## config.mk

```make
export PLATFORM = sky130hd
export DESIGN_NAME = step_sequencer
export DESIGN_NICKNAME = d
export VERILOG_FILES = /design/src/rtl/step_sequencer.sv
export SDC_FILE = /design/constraint.sdc
export NUM_CORES = 1
export LEC_CHECK = 0
export ABC_AREA = 1
export BUFFER_PORTS_ARGS = -buffer_cell sky130_fd_sc_hd__buf_2
export CELL_PAD_IN_SITES_DETAIL_PLACEMENT = 0
export CELL_PAD_IN_SITES_GLOBAL_PLACEMENT = 1
export CORE_MARGIN = 2
export CORE_UTILIZATION = 48
export CTS_CLUSTER_DIAMETER = 100
export DETAILED_ROUTE_END_ITERATION = 8
export GPL_ROUTABILITY_DRIVEN = 0
export PLACE_DENSITY = 0.84
export SYNTH_ARGS = -nofsm -noshare
export SYNTH_HDL_FRONTEND = slang
export SYNTH_SLANG_ARGS = --single-unit
```

## constraint.sdc

```tcl
create_clock -name CLOCK_50 -period 17.75 [get_ports CLOCK_50]
set_input_delay 1.775 -clock CLOCK_50 [delete_from_list [all_inputs] [get_ports CLOCK_50]]
set_output_delay 1.775 -clock CLOCK_50 [all_outputs]
set_load 0.01 [all_outputs]
```

## src/rtl/step_sequencer.sv

```systemverilog
// Multi-track step sequencer: per-track step patterns, programmable tempo, per-track square-wave tones.
// Optional STEP_SEQ_LOOP_EN adds a loop_len port that sets the last step index of the pattern.
module step_sequencer #(
  parameter int NUM_TRACKS = 4,
  parameter int NUM_STEPS  = 16,
  parameter int PERIOD_W   = 26,
  parameter int TONE_W     = 16,
  parameter int STEP_W     = $clog2(NUM_STEPS),
  parameter int TRK_W      = (NUM_TRACKS > 1) ? $clog2(NUM_TRACKS) : 1
) (
  input  logic                         CLOCK_50,
  input  logic                         reset,
  input  logic                         start,
  input  logic                         stop,
  input  logic                         pause,
  input  logic                         load_en,
  input  logic [TRK_W-1:0]             load_track,
  input  logic [NUM_STEPS-1:0]         load_pattern,
  input  logic [PERIOD_W-1:0]          step_period,
  input  logic [NUM_TRACKS*TONE_W-1:0] tone_half,
`ifdef STEP_SEQ_LOOP_EN
  input  logic [STEP_W-1:0]            loop_len,
`endif
  output logic [STEP_W-1:0]            current_step,
  output logic                         step_tick,
  output logic                         playing,
  output logic [NUM_TRACKS-1:0]        note_on,
  output logic [NUM_TRACKS-1:0]        spk_out,
  output logic                         spk_mix
);

  typedef enum logic [1:0] {IDLE, PLAY, PAUSE} state_t;

  state_t                              state, state_next;
  logic [PERIOD_W-1:0]                 period_cnt, period_cnt_next;
  logic [PERIOD_W-1:0]                 period_len, period_len_next, period_sample;
  logic [STEP_W-1:0]                   step_next;
  logic                                advance, restart, boundary, step_last, tick_next;
  logic [NUM_TRACKS-1:0][NUM_STEPS-1:0] pattern, row_next;
  logic [NUM_TRACKS-1:0]               note_next, spk_next;

  assign period_sample = (step_period == '0) ? PERIOD_W'(1) : step_period;
  assign boundary      = advance && (period_cnt == period_len - PERIOD_W'(1));
  assign tick_next     = restart || boundary;

`ifdef STEP_SEQ_LOOP_EN
  assign step_last = (current_step >= loop_len);
`else
  assign step_last = (current_step == STEP_W'(NUM_STEPS - 1));
`endif

  // The resume edge out of PAUSE counts like a PLAY edge, so every step spans P playing cycles.
  always_comb begin
    state_next = state;
    advance    = 1'b0;
    restart    = 1'b0;
    if (stop) begin
      state_next = IDLE;
    end else if (pause) begin
      if (state == PLAY) state_next = PAUSE;
    end else if (start && state == IDLE) begin
      state_next = PLAY;
      restart    = 1'b1;
    end else if (start && state == PAUSE) begin
      state_next = PLAY;
      advance    = 1'b1;
    end else if (state == PLAY) begin
      advance = 1'b1;
    end
  end

  always_comb begin
    step_next       = current_step;
    period_cnt_next = period_cnt;
    period_len_next = period_len;
    if (stop) begin
      step_next       = '0;
      period_cnt_next = '0;
    end else if (restart) begin
      step_next       = '0;
      period_cnt_next = '0;
      period_len_next = period_sample;
    end else if (boundary) begin
      step_next       = step_last ? '0 : current_step + STEP_W'(1);
      period_cnt_next = '0;
      period_len_next = period_sample;
    end else if (advance) begin
      period_cnt_next = period_cnt + PERIOD_W'(1);
    end
  end

  // note_on is built from next-state values so a load and a step change land on the same edge.
  genvar gi;
  generate
    for (gi = 0; gi < NUM_TRACKS; gi++) begin : g_track
      logic [TONE_W-1:0] half;
      logic [TONE_W-1:0] cnt, cnt_next;
      logic              spk, spk_nx;

      assign row_next[gi]  = (load_en && load_track == TRK_W'(gi)) ? load_pattern : pattern[gi];
      assign note_next[gi] = (state_next == PLAY) && row_next[gi][step_next];
      assign half          = tone_half[gi*TONE_W +: TONE_W];

      always_comb begin
        cnt_next = cnt;
        spk_nx   = spk;
        if (!note_on[gi] || !note_next[gi] || half == '0) begin
          cnt_next = '0;
          spk_nx   = 1'b0;
        end else if (cnt == half - TONE_W'(1)) begin
          cnt_next = '0;
          spk_nx   = ~spk;
        end else begin
          cnt_next = cnt + TONE_W'(1);
        end
      end

      always_ff @(posedge CLOCK_50 or posedge reset) begin
        if (reset) begin
          cnt <= '0;
          spk <= 1'b0;
        end else begin
          cnt <= cnt_next;
          spk <= spk_nx;
        end
      end

      assign spk_next[gi] = spk_nx;
      assign spk_out[gi]  = spk;
    end
  endgenerate

  always_ff @(posedge CLOCK_50 or posedge reset) begin
    if (reset) begin
      state        <= IDLE;
      period_cnt   <= '0;
      period_len   <= '0;
      current_step <= '0;
      step_tick    <= 1'b0;
      playing      <= 1'b0;
      note_on      <= '0;
      spk_mix      <= 1'b0;
      pattern      <= '0;
    end else begin
      state        <= state_next;
      period_cnt   <= period_cnt_next;
      period_len   <= period_len_next;
      current_step <= step_next;
      step_tick    <= tick_next;
      playing      <= (state_next == PLAY);
      note_on      <= note_next;
      spk_mix      <= |spk_next;
      pattern      <= row_next;
    end
  end

endmodule

```

Word level (Yosys, flattened, before mapping) --
Index checks and enable logic that the tools add are counted.
Storage, ports and cells: register bits after elaboration 197, bits in latches 0, RAM bits 0, ROM bits 0, input port bits 114, output and inout bits 15, logic and storage cells 140, memories kept 0
Operators by class: add/sub/neg operators 11, multiply operators 0, div/mod/pow operators 0, magnitude comparators 1, eq/ne operators 12, shifts and indexed selects 0, multiplexer cells 52, bitwise gates (word level) 5, reduce and logical (&&, ||, !) cells 39
Operator list (number):
- 16-bit two-way mux | 12
- 26-bit two-way mux | 7
- 16-bit by 1-bit adder with 16-bit output (second input constant) | 4
- 16-bit equality test | 4
- 16-bit logical NOT | 4
- 16-bit by 1-bit subtractor with 16-bit output (second input constant) | 4
- 26-bit by 1-bit adder with 26-bit output (second input constant) | 1
- 26-bit equality test | 1
- 26-bit logical NOT | 1
- 26-bit by 1-bit subtractor with 26-bit output (second input constant) | 1
- 1-bit two-way mux | 20
- 1-bit binary-select mux with 4-bit select | 4
- 4-bit two-way mux | 4
- 1-bit logical AND | 11
- 2-bit two-way mux | 5
- 1-bit logical OR | 9
- 1-bit logical NOT | 8
- 2-bit by 1-bit equality test with 1-bit output (second input constant) | 3
- 2-bit equality test (second input constant) | 3
- 4-bit by 5-bit < comparator with 1-bit output (second input constant) | 1
- 1-bit inverter | 5
- 4-bit by 1-bit adder with 4-bit output (second input constant) | 1
- 4-bit equality test (second input constant) | 1
- 2-bit logical NOT | 2
- 4 further kinds | 4

Depth between registers and ports, before layout --
Gate-level depths: netlist of the first run.
depth after elaboration 18, mapped depth 26, gate-level depth less buffers 26

Worst setup path after synthesis of the first run --
Ideal clock, no wire load.
path kind input to register, start point in tone_half[16], end point reg g_track[1].cnt[4], library setup time 0.145 ns, arrival time 4.061 ns, data required time 17.605 ns, path slack 13.544 ns, stages 15, buffers on the path 2, cells stage by stage inv_1 > ha_1 > nand2_1 > nor2_1 > inv_1 > or2_2 > nor4_1 > nand2_1 > xor2_1 > nand3_1 > nor2_1 > and3_1 > clkbuf_1 > buf_1 > nor3_1
Between the ends: longest elaborated chain between the ends 4, elaborated cells between the ends (all ways) 6, classes of those cells add/sub (1); eq/ne (1); mux (2); reduce/logical (2)
Ends and longest elaborated chain:
- from (decl) | line 20 | input logic [NUM_TRACKS*TONE_W-1:0] tone_half,
- 16-bit by 1-bit subtractor with 16-bit output | line 110 | end else if (cnt == half - TONE_W'(1)) begin
- 16-bit equality test | line 110
- 16-bit two-way mux | line 110
- 16-bit two-way mux (*) | line 107 | if (!note_on[gi] || !note_next[gi] || half == '0) begin
- net g_track[1].cnt_next[4] | line 97 | logic [TONE_W-1:0] cnt, cnt_next;
- to (signal assigned) | line 123 | cnt <= cnt_next;
- to (decl) | line 97
Mark *: on every way through the listed nets, which the timed path passes. The rest lies on a longest branch. A chain may end at the register's enable or synchronous reset.

Worst setup path after layout of the first run --
start point in start, end point reg spk_mix
Between the ends: longest elaborated chain between the ends 17, elaborated cells between the ends (all ways) 47, classes of those cells eq/ne (1); mux (26); reduce/logical (20)
Ends and longest elaborated chain:
- from (decl) | line 13 | input logic start,
- 1-bit logical AND | line 64 | end else if (start && state == PAUSE) begin
- 1-bit two-way mux | line 64
- 1-bit two-way mux | line 61 | end else if (start && state == IDLE) begin
- 1-bit two-way mux | line 59 | end else if (pause) begin
- 1-bit two-way mux | line 57 | if (stop) begin
- 1-bit logical AND | line 43 | assign boundary = advance && (period_cnt == period_len - PERIOD_W'(1));
- 4-bit two-way mux | line 83 | end else if (boundary) begin
- 4-bit two-way mux | line 79 | end else if (restart) begin
- 4-bit two-way mux | line 76 | if (stop) begin
- 1-bit binary-select mux with 4-bit select | line 101 | assign note_next[gi] = (state_next == PLAY) && row_next[gi][step_next];
- 1-bit two-way mux (not written as such) | line 101
- 1-bit logical AND (*) | line 101
- 1-bit logical NOT (*) | line 107
- 1-bit logical OR (*) (2 in a row) | line 107
- 1-bit two-way mux (*) | line 107
- net g_track[2].spk_nx | line 98 | logic spk, spk_nx;
- 4-bit OR reduction (*) | line 152 | spk_mix <= |spk_next;
- to (signal assigned) | line 152
- to (decl) | line 29 | output logic spk_mix
Mark *: on every way through the listed nets, which the timed path passes. The rest lies on a longest branch. The select of a mux whose other input is x is not followed.

==> reports/summary.json, run 1 <==
{
  "detailedRoute.firstPassIterationCount": {"value": 7},
  "clock_insertion_delay_at_the_later_pin_of_the_skew_report": {"value": 0.44, "unit": "ns"},
  "final_critical_path_share_of_the_clock_period": {"value": 0.288},
  "design.core.area": {"value": 26200, "unit": "um^2"},
  "ff2ff_setup_slack": {"value": 13.34, "unit": "ns"},
  "area_growth": {"value": 11.3, "unit": "%"},
  "synth.area.top_cells": {"value": "dfrtp_1 (38%), nand2_1 (11%), xor2_1 (8.1%)"},
  "synth_cells": {"value": 1705},
  "setup.worst_path.start_class": {"value": "input port"},
  "cts_sinks": {"value": 197},
  "global_route.usage.total": {"value": 0.236},
  "end_kind": {"value": "register"},
  "cts.clk_slew.worst_paths": {"value": 0.08, "unit": "ns"},
  "synth_area_leader_cell": {"value": "dfrtp_1"},
  "synth_flop_cell": {"value": "dfrtp_1"},
  "async_flop_share": {"value": 1.00},
  "globalRouteOverflowTotal": {"value": 0},
  "clock.fmax": {"value": 196, "unit": "MHz"},
  "tns": {"value": 0, "unit": "ns"},
  "hpwl": {"value": 24700, "unit": "um"},
  "post_synthesis_cell_area": {"value": 12900, "unit": "um^2"},
  "peak_ir_drop_on_the_vdd_network": {"value": 0.0000535, "unit": "V"},
  "worst_ep_arrival_time": {"value": 5.49, "unit": "ns"},
  "finalSetupViolations": {"value": 0},
  "slew_headroom": {"value": 0.372},
  "avgSynthCellArea": {"value": 7.56, "unit": "um^2"},
  "first_pass_grt_wire_length": {"value": 53900, "unit": "um"},
  "clock_h_tree_levels": {"value": 4},
  "leakagePower": {"value": 0.00663, "unit": "uW"},
  "crit_path_time_final": {"value": 5.11, "unit": "ns"},
  "number_of_global_route_vias_before_repair": {"value": 10800},
  "finalMaxSlewViolations": {"value": 0},
  "design.portCount": {"value": 129},
  "worst-slew-pin-transition": {"value": 0.941, "unit": "ns"},
  "post-synth-top-count-cell": {"value": "nand2_1"},
  "viasPerCell": {"value": 5.13},
  "grt_setup_unrepaired": {"value": "no"},
  "grt_max_degree": {"value": 129},
  "hold_path.class": {"value": "register to register"},
  "yosysWarnings": {"value": 0},
  "n_antenna_cell": {"value": 0},
  "floorplan.initialDensity": {"value": 0.492},
  "drt.antenna.violating_nets": {"value": 0},
  "synth.yosys.seq_area_share": {"value": 0.382},
  "synth_top_area_share": {"value": 0.382},
  "drv.max_cap_violation_count": {"value": 0},
  "vias": {"value": 11100},
  "dieWidth": {"value": 168, "unit": "um"},
  "yosys-top-cells-count": {"value": "nand2_1 (379), nor2_1 (199), dfrtp_1 (197)"},
  "cts_setup_buffers": {"value": 0},
  "synth.net_count": {"value": 1834},
  "std_cell_rows": {"value": 59},
  "cts_inserted_buffers": {"value": 17},
  "hold_violations": {"value": 0},
  "portBuffers": {"value": 128},
  "clockRootBuffer": {"value": "clkbuf_16"},
  "count_of_instances_resized_after_the_clock_tree_is_built": {"value": 0},
  "total_routed_wirelength": {"value": 32000, "unit": "um"},
  "worst-endpoint-required": {"value": 18.13, "unit": "ns"},
  "post-layout-total-power": {"value": 1120, "unit": "uW"},
  "fin_nets": {"value": 1940},
  "detail_route.drc_violations": {"value": 0},
  "ys_ff_latch": {"value": 197},
  "die_area": {"value": 28200, "unit": "um^2"},
  "initial_antenna_violation_count": {"value": 0},
  "detail_route.iter0.violations": {"value": 624},
  "max-clock-path-buffers": {"value": 2},
  "layout-drive-gt1-share": {"value": 0.136},
  "pwr_density_cell": {"value": 77.7, "unit": "nW/um^2"},
  "cts_hold_buffers": {"value": 0},
  "tritoncts_clock_tree": {"value": "built"},
  "setup_crit_path_kind": {"value": "input port to register"},
  "synth_cell_types": {"value": 50},
  "crit_fanout": {"value": 34},
  "synth_edf_count": {"value": 0},
  "die_height": {"value": 168, "unit": "um"},
  "run_status": {"value": "completed"},
  "detail_route.wl_per_cell": {"value": 14.8, "unit": "um"},
  "clock-skew-final": {"value": 0.0168, "unit": "ns"}
}
## sequential cells by signal, indices dropped and copies added (netlist names)
| signal | count |
|---|---|
| current_step | 4 |
| g_track.cnt | 64 |
| g_track.spk | 4 |
| note_on | 4 |
| pattern | 64 |
| period_cnt | 26 |
| period_len | 26 |
| playing | 1 |
| spk_mix | 1 |
| state | 2 |
| step_tick | 1 |
## cell families (layout without fill, tap and decap cells)
logic type,after synthesis,in the layout,synth area share
adder cells (fa/ha/maj),15,15,0.0146
buffers and inverters,226,345,0.0717
AND/OR/NAND/NOR,969,969,0.358
flip-flops,197,197,0.382
XOR/XNOR,187,187,0.127
AO/OA/AOI/OAI,111,111,0.0462
## layer usage
metal,GRT usage,part of all wire
met3,0.0364,0.034
met1,0.326,0.48
met4,0.0439,0.012
met5,0,0
met2,0.397,0.47
## power by group
part / leakage, uW / internal, uW / total (uW) / switching [uW]
sequential: 0.00261 / 485 / 509 / 24.0
combinational: 0.00372 / 74.6 / 216 / 141
clock: 0.000292 / 203 / 391 / 188
## final timing paths
kind / startpoint / to / cells after the start
min in group asynchronous: reset / playing / 2
worst min-delay path: pattern[7] / pattern[7] / 2
worst max-delay path: start / spk_mix / 23
max in group asynchronous: reset / period_len[11] / 3
worst min register to register: pattern[7] / pattern[7] / 2
worst max register to register: period_len[0] / spk_mix / 22
## through the flow
| step | hold slack [ns] | util | setup slack (ns) | std cells | area, um^2 |
|---|---|---|---|---|---|
| after floorplan | 0.438 | - | 10.61 | 1705 | 12900 |
| after global placement | 0.461 | 0.525 | 12.36 | 2127 | 13800 |
| after detailed placement | 0.474 | 0.525 | 12.21 | 2127 | 13800 |
| after CTS | 0.494 | 0.548 | 12.65 | 2159 | 14400 |
| after global routing | 0.514 | 0.548 | 12.13 | 2159 | 14400 |
| final | 0.488 | 0.548 | 12.64 | 2159 | 14400 |
## layout make-up
| cell class | instances | area [um^2] |
|---|---|---|
| fill | 2537 | 11800 |
| multi-input combinational | 1282 | 7050 |
| sequential | 197 | 4930 |
| inverter | 180 | 683 |
| timing repair buffer | 133 | 678 |
| clock buffer | 19 | 433 |
| tap | 335 | 419 |
| clock inverter | 13 | 164 |
## critical path, cell delays in order
cell	delay, ns
buf_2	0.10
nand3_1	0.09
nand2_1	0.08
nand2_2	0.14
inv_1	0.40
nand2_1	0.09
nor2_1	0.11
nand2_1	0.06
nor2_1	0.08
nand3_1	0.08
nor2_1	0.12
nand3_2	0.14
nand2_2	0.38
nand2_4	0.28
nand2_4	0.38
nand2_1	0.10
nand3_1	0.08
nand3_1	0.12
nand3_2	0.14
nand4_4	0.30
nor2_1	0.27
nor2_1	0.07
nand2_1	0.05
## cells in the final DEF (no fill, tap or decap), types with 2 or more instances in the layout
master / n
xnor2_1: 67
and2_1: 4
buf_4: 5
xor2_1: 120
nand2_2: 6
dfrtp_1: 197
buf_2: 128
or2_2: 12
o32ai_1: 2
nand3_2: 9
inv_8: 5
clkinv_8: 3
inv_6: 3
clkinv_1: 5
nor3b_1: 9
nand2_1: 379
nor4_1: 25
clkbuf_1: 2
nor3_1: 55
nor2_1: 199
nor3_2: 29
and3_1: 8
clkbuf_16: 17
nand4_1: 30
nand3b_1: 16
inv_2: 4
nand4_4: 4
nor2_2: 9
nor2_4: 3
o21ai_0: 84
a21oi_1: 12
nand2_4: 3
nand3_1: 164
ha_1: 15
inv_1: 170
o211ai_1: 2
Power figures use the tool's default switching activity.
==> run 2: changes to the inputs <==
CORE_UTILIZATION = 40   (was 48)
PLACE_DENSITY = 0.74   (was 0.84)
clock period = 4.1 ns   (was 17.75 ns; I/O delays follow)
==> reports/summary.json, run 2 (synthesis results as in run 1) <==
{
  "finalMaxSlewViolations": {"value": 0, "change": "unchanged"},
  "setup_crit_path_kind": {"value": "register to register", "change": "was input port to register"},
  "worstPathBufferInverterCount": {"value": 4, "change": "was 2"},
  "tns": {"value": 0, "unit": "ns", "change": "unchanged"},
  "crit_path_time_final": {"value": 3.68, "unit": "ns"},
  "globalRouteOverflowTotal": {"value": 0, "change": "unchanged"},
  "detailedPlace.worstSlack": {"value": 0.269, "unit": "ns", "change": "was 12.21 ns"},
  "met2_usage": {"value": 0.352, "change": "was 0.397"},
  "number_of_global_route_vias_before_repair": {"value": 11100, "change": "was 10800"},
  "layout_top_registers": {"value": "g_track.cnt x64, pattern x64", "change": "unchanged"},
  "portBuffers": {"value": 128, "change": "unchanged"},
  "detail_route.wl_per_cell": {"value": 14.9, "unit": "um", "change": "was 14.8 um"},
  "slew_headroom": {"value": 0.351, "change": "was 0.372"},
  "die_area": {"value": 33700, "unit": "um^2", "change": "was 28200 um^2"},
  "total_routed_wirelength": {"value": 33300, "unit": "um", "change": "was 32000 um"},
  "final_common_cell": {"value": "nand2_1", "change": "unchanged"},
  "finalSetupViolations": {"value": 0, "change": "unchanged"},
  "clock_insertion_delay_at_the_later_pin_of_the_skew_report": {"value": 0.45, "unit": "ns", "change": "was 0.44 ns"},
  "layout-drive-gt1-share": {"value": 0.144, "change": "was 0.136"},
  "hold_violations": {"value": 0, "change": "unchanged"},
  "run_status": {"value": "completed", "change": "unchanged"},
  "reg2reg_from": {"value": "period_len[0]", "change": "unchanged"},
  "clock_h_tree_levels": {"value": 4, "change": "unchanged"},
  "place.detailed.instances": {"value": 2204, "change": "was 2127"},
  "min_path_cells": {"value": 3, "change": "was 2"},
  "setup.worst_path.start": {"value": "period_len[0]", "change": "was start"},
  "grt_max_degree": {"value": 94, "change": "was 129"},
  "fin_nets": {"value": 1952, "change": "was 1940"},
  "cp_slowest_stage_delay": {"value": 0.38, "unit": "ns", "change": "was 0.40 ns"},
  "die_height": {"value": 184, "unit": "um", "change": "was 168 um"},
  "drv.max_cap_violation_count": {"value": 0, "change": "unchanged"},
  "cts_inserted_buffers": {"value": 17, "change": "unchanged"},
  "worst_ep_arrival_time": {"value": 4.03, "unit": "ns", "change": "was 5.49 ns"},
  "clockRootBuffer": {"value": "clkbuf_16", "change": "unchanged"},
  "initial_antenna_violation_count": {"value": 1, "change": "was 0"},
  "post-route-worst-setup-slack": {"value": 0.424, "unit": "ns", "change": "was 12.64 ns"},
  "pwr_density_cell": {"value": 334, "unit": "nW/um^2", "change": "was 77.7 nW/um^2"},
  "grt_setup_unrepaired": {"value": "no", "change": "unchanged"},
  "viasPerCell": {"value": 4.97, "change": "was 5.13"},
  "dieWidth": {"value": 184, "unit": "um", "change": "was 168 um"},
  "drt.antenna.violating_nets": {"value": 0, "change": "unchanged"},
  "max-clock-path-buffers": {"value": 2, "change": "unchanged"},
  "detailedRoute.firstPassIterationCount": {"value": 7, "change": "unchanged"},
  "final-instance-count-excl-fill": {"value": 2238, "change": "was 2159"},
  "finalInstanceArea": {"value": 14600, "unit": "um^2", "change": "was 14400 um^2"},
  "leakagePower": {"value": 0.00668, "unit": "uW", "change": "was 0.00663 uW"},
  "worst-slew-pin-transition": {"value": 0.972, "unit": "ns", "change": "was 0.941 ns"},
  "floorplan.initialDensity": {"value": 0.408, "change": "was 0.492"},
  "use_met3": {"value": 0.0333, "change": "was 0.0364"},
  "num-fill-cells": {"value": 3230, "change": "was 2537"},
  "n_antenna_cell": {"value": 0, "change": "unchanged"},
  "vias": {"value": 11100, "change": "about the same"},
  "end_kind": {"value": "register", "change": "unchanged"},
  "cts_sinks": {"value": 197, "change": "unchanged"},
  "crit_fanout": {"value": 16, "change": "was 34"},
  "setup.worst_path.start_class": {"value": "register", "change": "was input port"},
  "cp.depth": {"value": 20, "change": "was 23"},
  "detail_route.iter0.violations": {"value": 573, "change": "was 624"},
  "design.portCount": {"value": 129, "change": "unchanged"},
  "tritoncts_clock_tree": {"value": "built", "change": "unchanged"},
  "gr-max-usage-layer": {"value": "met2", "change": "unchanged"},
  "cp_top_family": {"value": "simple AND/OR/NAND/NOR gates", "change": "unchanged"},
  "clock.fmax": {"value": 272, "unit": "MHz"},
  "clock-skew-final": {"value": 0.0154, "unit": "ns", "change": "was 0.0168 ns"},
  "final_core_utilization": {"value": 0.461, "change": "was 0.548"},
  "final_critical_path_share_of_the_clock_period": {"value": 0.897},
  "crit_chain": {"value": "inv_1, ha_2, nand2_4, nor2_2, nand4_1, nand3_1, nand2_1, inv_1, nand2_1, nor2_1, nand3_2, nand2_1, nand3_2, buf_4, nand3_1, nand3_1, nand3_2, nand4_4, buf_4, nor3b_1", "change": "was buf_2, nand3_1, nand2_1, nand2_2, inv_1, nand2_1, nor2_1, nand2_1, nor2_1, nand3_1, nor2_1, nand3_2, nand2_2, nand2_4, nand2_4, nand2_1, nand3_1, nand3_1, nand3_2, nand4_4, nor2_1, nor2_1, nand2_1"},
  "hold_startpoint": {"value": "step_period[21]", "change": "was pattern[7]"},
  "timing.reg2reg.worst_path_depth": {"value": 20, "change": "was 22"},
  "std_cell_rows": {"value": 65, "change": "was 59"},
  "peak_ir_drop_on_the_vdd_network": {"value": 0.000279, "unit": "V", "change": "was 0.0000535 V"},
  "design.core.area": {"value": 31600, "unit": "um^2", "change": "was 26200 um^2"},
  "global_route.usage.total": {"value": 0.207, "change": "was 0.236"},
  "layout.cells.most_common_list": {"value": "nand2_1 (379), nor2_1 (197), dfrtp_1 (197), inv_1 (170), nand3_1 (164)", "change": "was nand2_1 (379), nor2_1 (199), dfrtp_1 (197), inv_1 (170), nand3_1 (164)"},
  "hpwl": {"value": 25300, "unit": "um", "change": "was 24700 um"},
  "detail_route.drc_violations": {"value": 0, "change": "unchanged"},
  "place_area": {"value": 13900, "unit": "um^2", "change": "was 13800 um^2"},
  "cts.clk_slew.worst_paths": {"value": 0.08, "unit": "ns", "change": "about the same"},
  "worst-endpoint-required": {"value": 4.45, "unit": "ns", "change": "was 18.13 ns"},
  "hold_path.class": {"value": "input port to register", "change": "was register to register"},
  "crit_slowest_cell": {"value": "dfrtp_1", "change": "was inv_1"},
  "groute.layer.met1.usage": {"value": 0.277, "change": "was 0.326"},
  "first_pass_grt_wire_length": {"value": 55700, "unit": "um", "change": "was 53900 um"},
  "area_growth": {"value": 13.2, "unit": "%", "change": "was 11.3%"}
}
## run 2: cell types whose count changed in the layout (fill, tap and decap cells not counted), sizes merged
cell         delta
clkbuf          -1
inv             -3
buf            +11
clkinvlp        +4
dlygate4sd3     +1
## run 2: worst paths after layout
check | end | slack (ns)
setup / recovery | g_track[2].cnt[2] | 0.42
hold / removal | period_len[21] | 0.19
setup reg to reg | g_track[2].cnt[2] | 0.42
hold reg to reg | pattern[23] | 0.48
max in group asynchronous | g_track[0].cnt[2] | 2.69
min in group asynchronous | pattern[17] | 0.55
## run 2: through the flow
step	power (uW)	hold WS, ns
after floorplan	2880	0.438
after global placement	3180	0.468
after detailed placement	3190	0.471
after CTS	4930	0.166
after global routing	5180	0.185
final	4870	0.186
## run 2: cell type report
type	instances	area (um^2)	share of cell area
clock buffer	18	439	0.0301
clock inverter	14	168	0.0115
inverter	180	686	0.0470
multi-input combinational	1282	7070	0.484
sequential	197	4930	0.338
tap	402	503	0.0345
timing repair buffer	145	808	0.0554
## run 2: worst min-delay path: cells and delay by family
family        cells  cell delay, ns
buf+inv           1            0.09
simple gates      2            0.10
## run 2: timing repair
action,CTS,global route
endpoints found under the setup margin,0,24
resized for setup,0,7
hold buffers,1,0
hold endpoints to repair,16,0
buffers inserted,0,1
## run 2: where the power goes
| group | switching (uW) | leakage (uW) | internal, uW |
|---|---|---|---|
| Combinational | 621 | 0.00378 | 331 |
| Clock | 834 | 0.000291 | 887 |
| Sequential | 101 | 0.00261 | 2100 |
| Total | 1560 | 0.00668 | 3320 |
## run 2: metal layers
metal,wire [um],share of wire,vias to the layer above
li1,-,-,5744
met1,15700,0.47,5175
met2,16000,0.48,175
met3,1070,0.032,32
met4,549,0.016,2
met5,16,0.00048,-
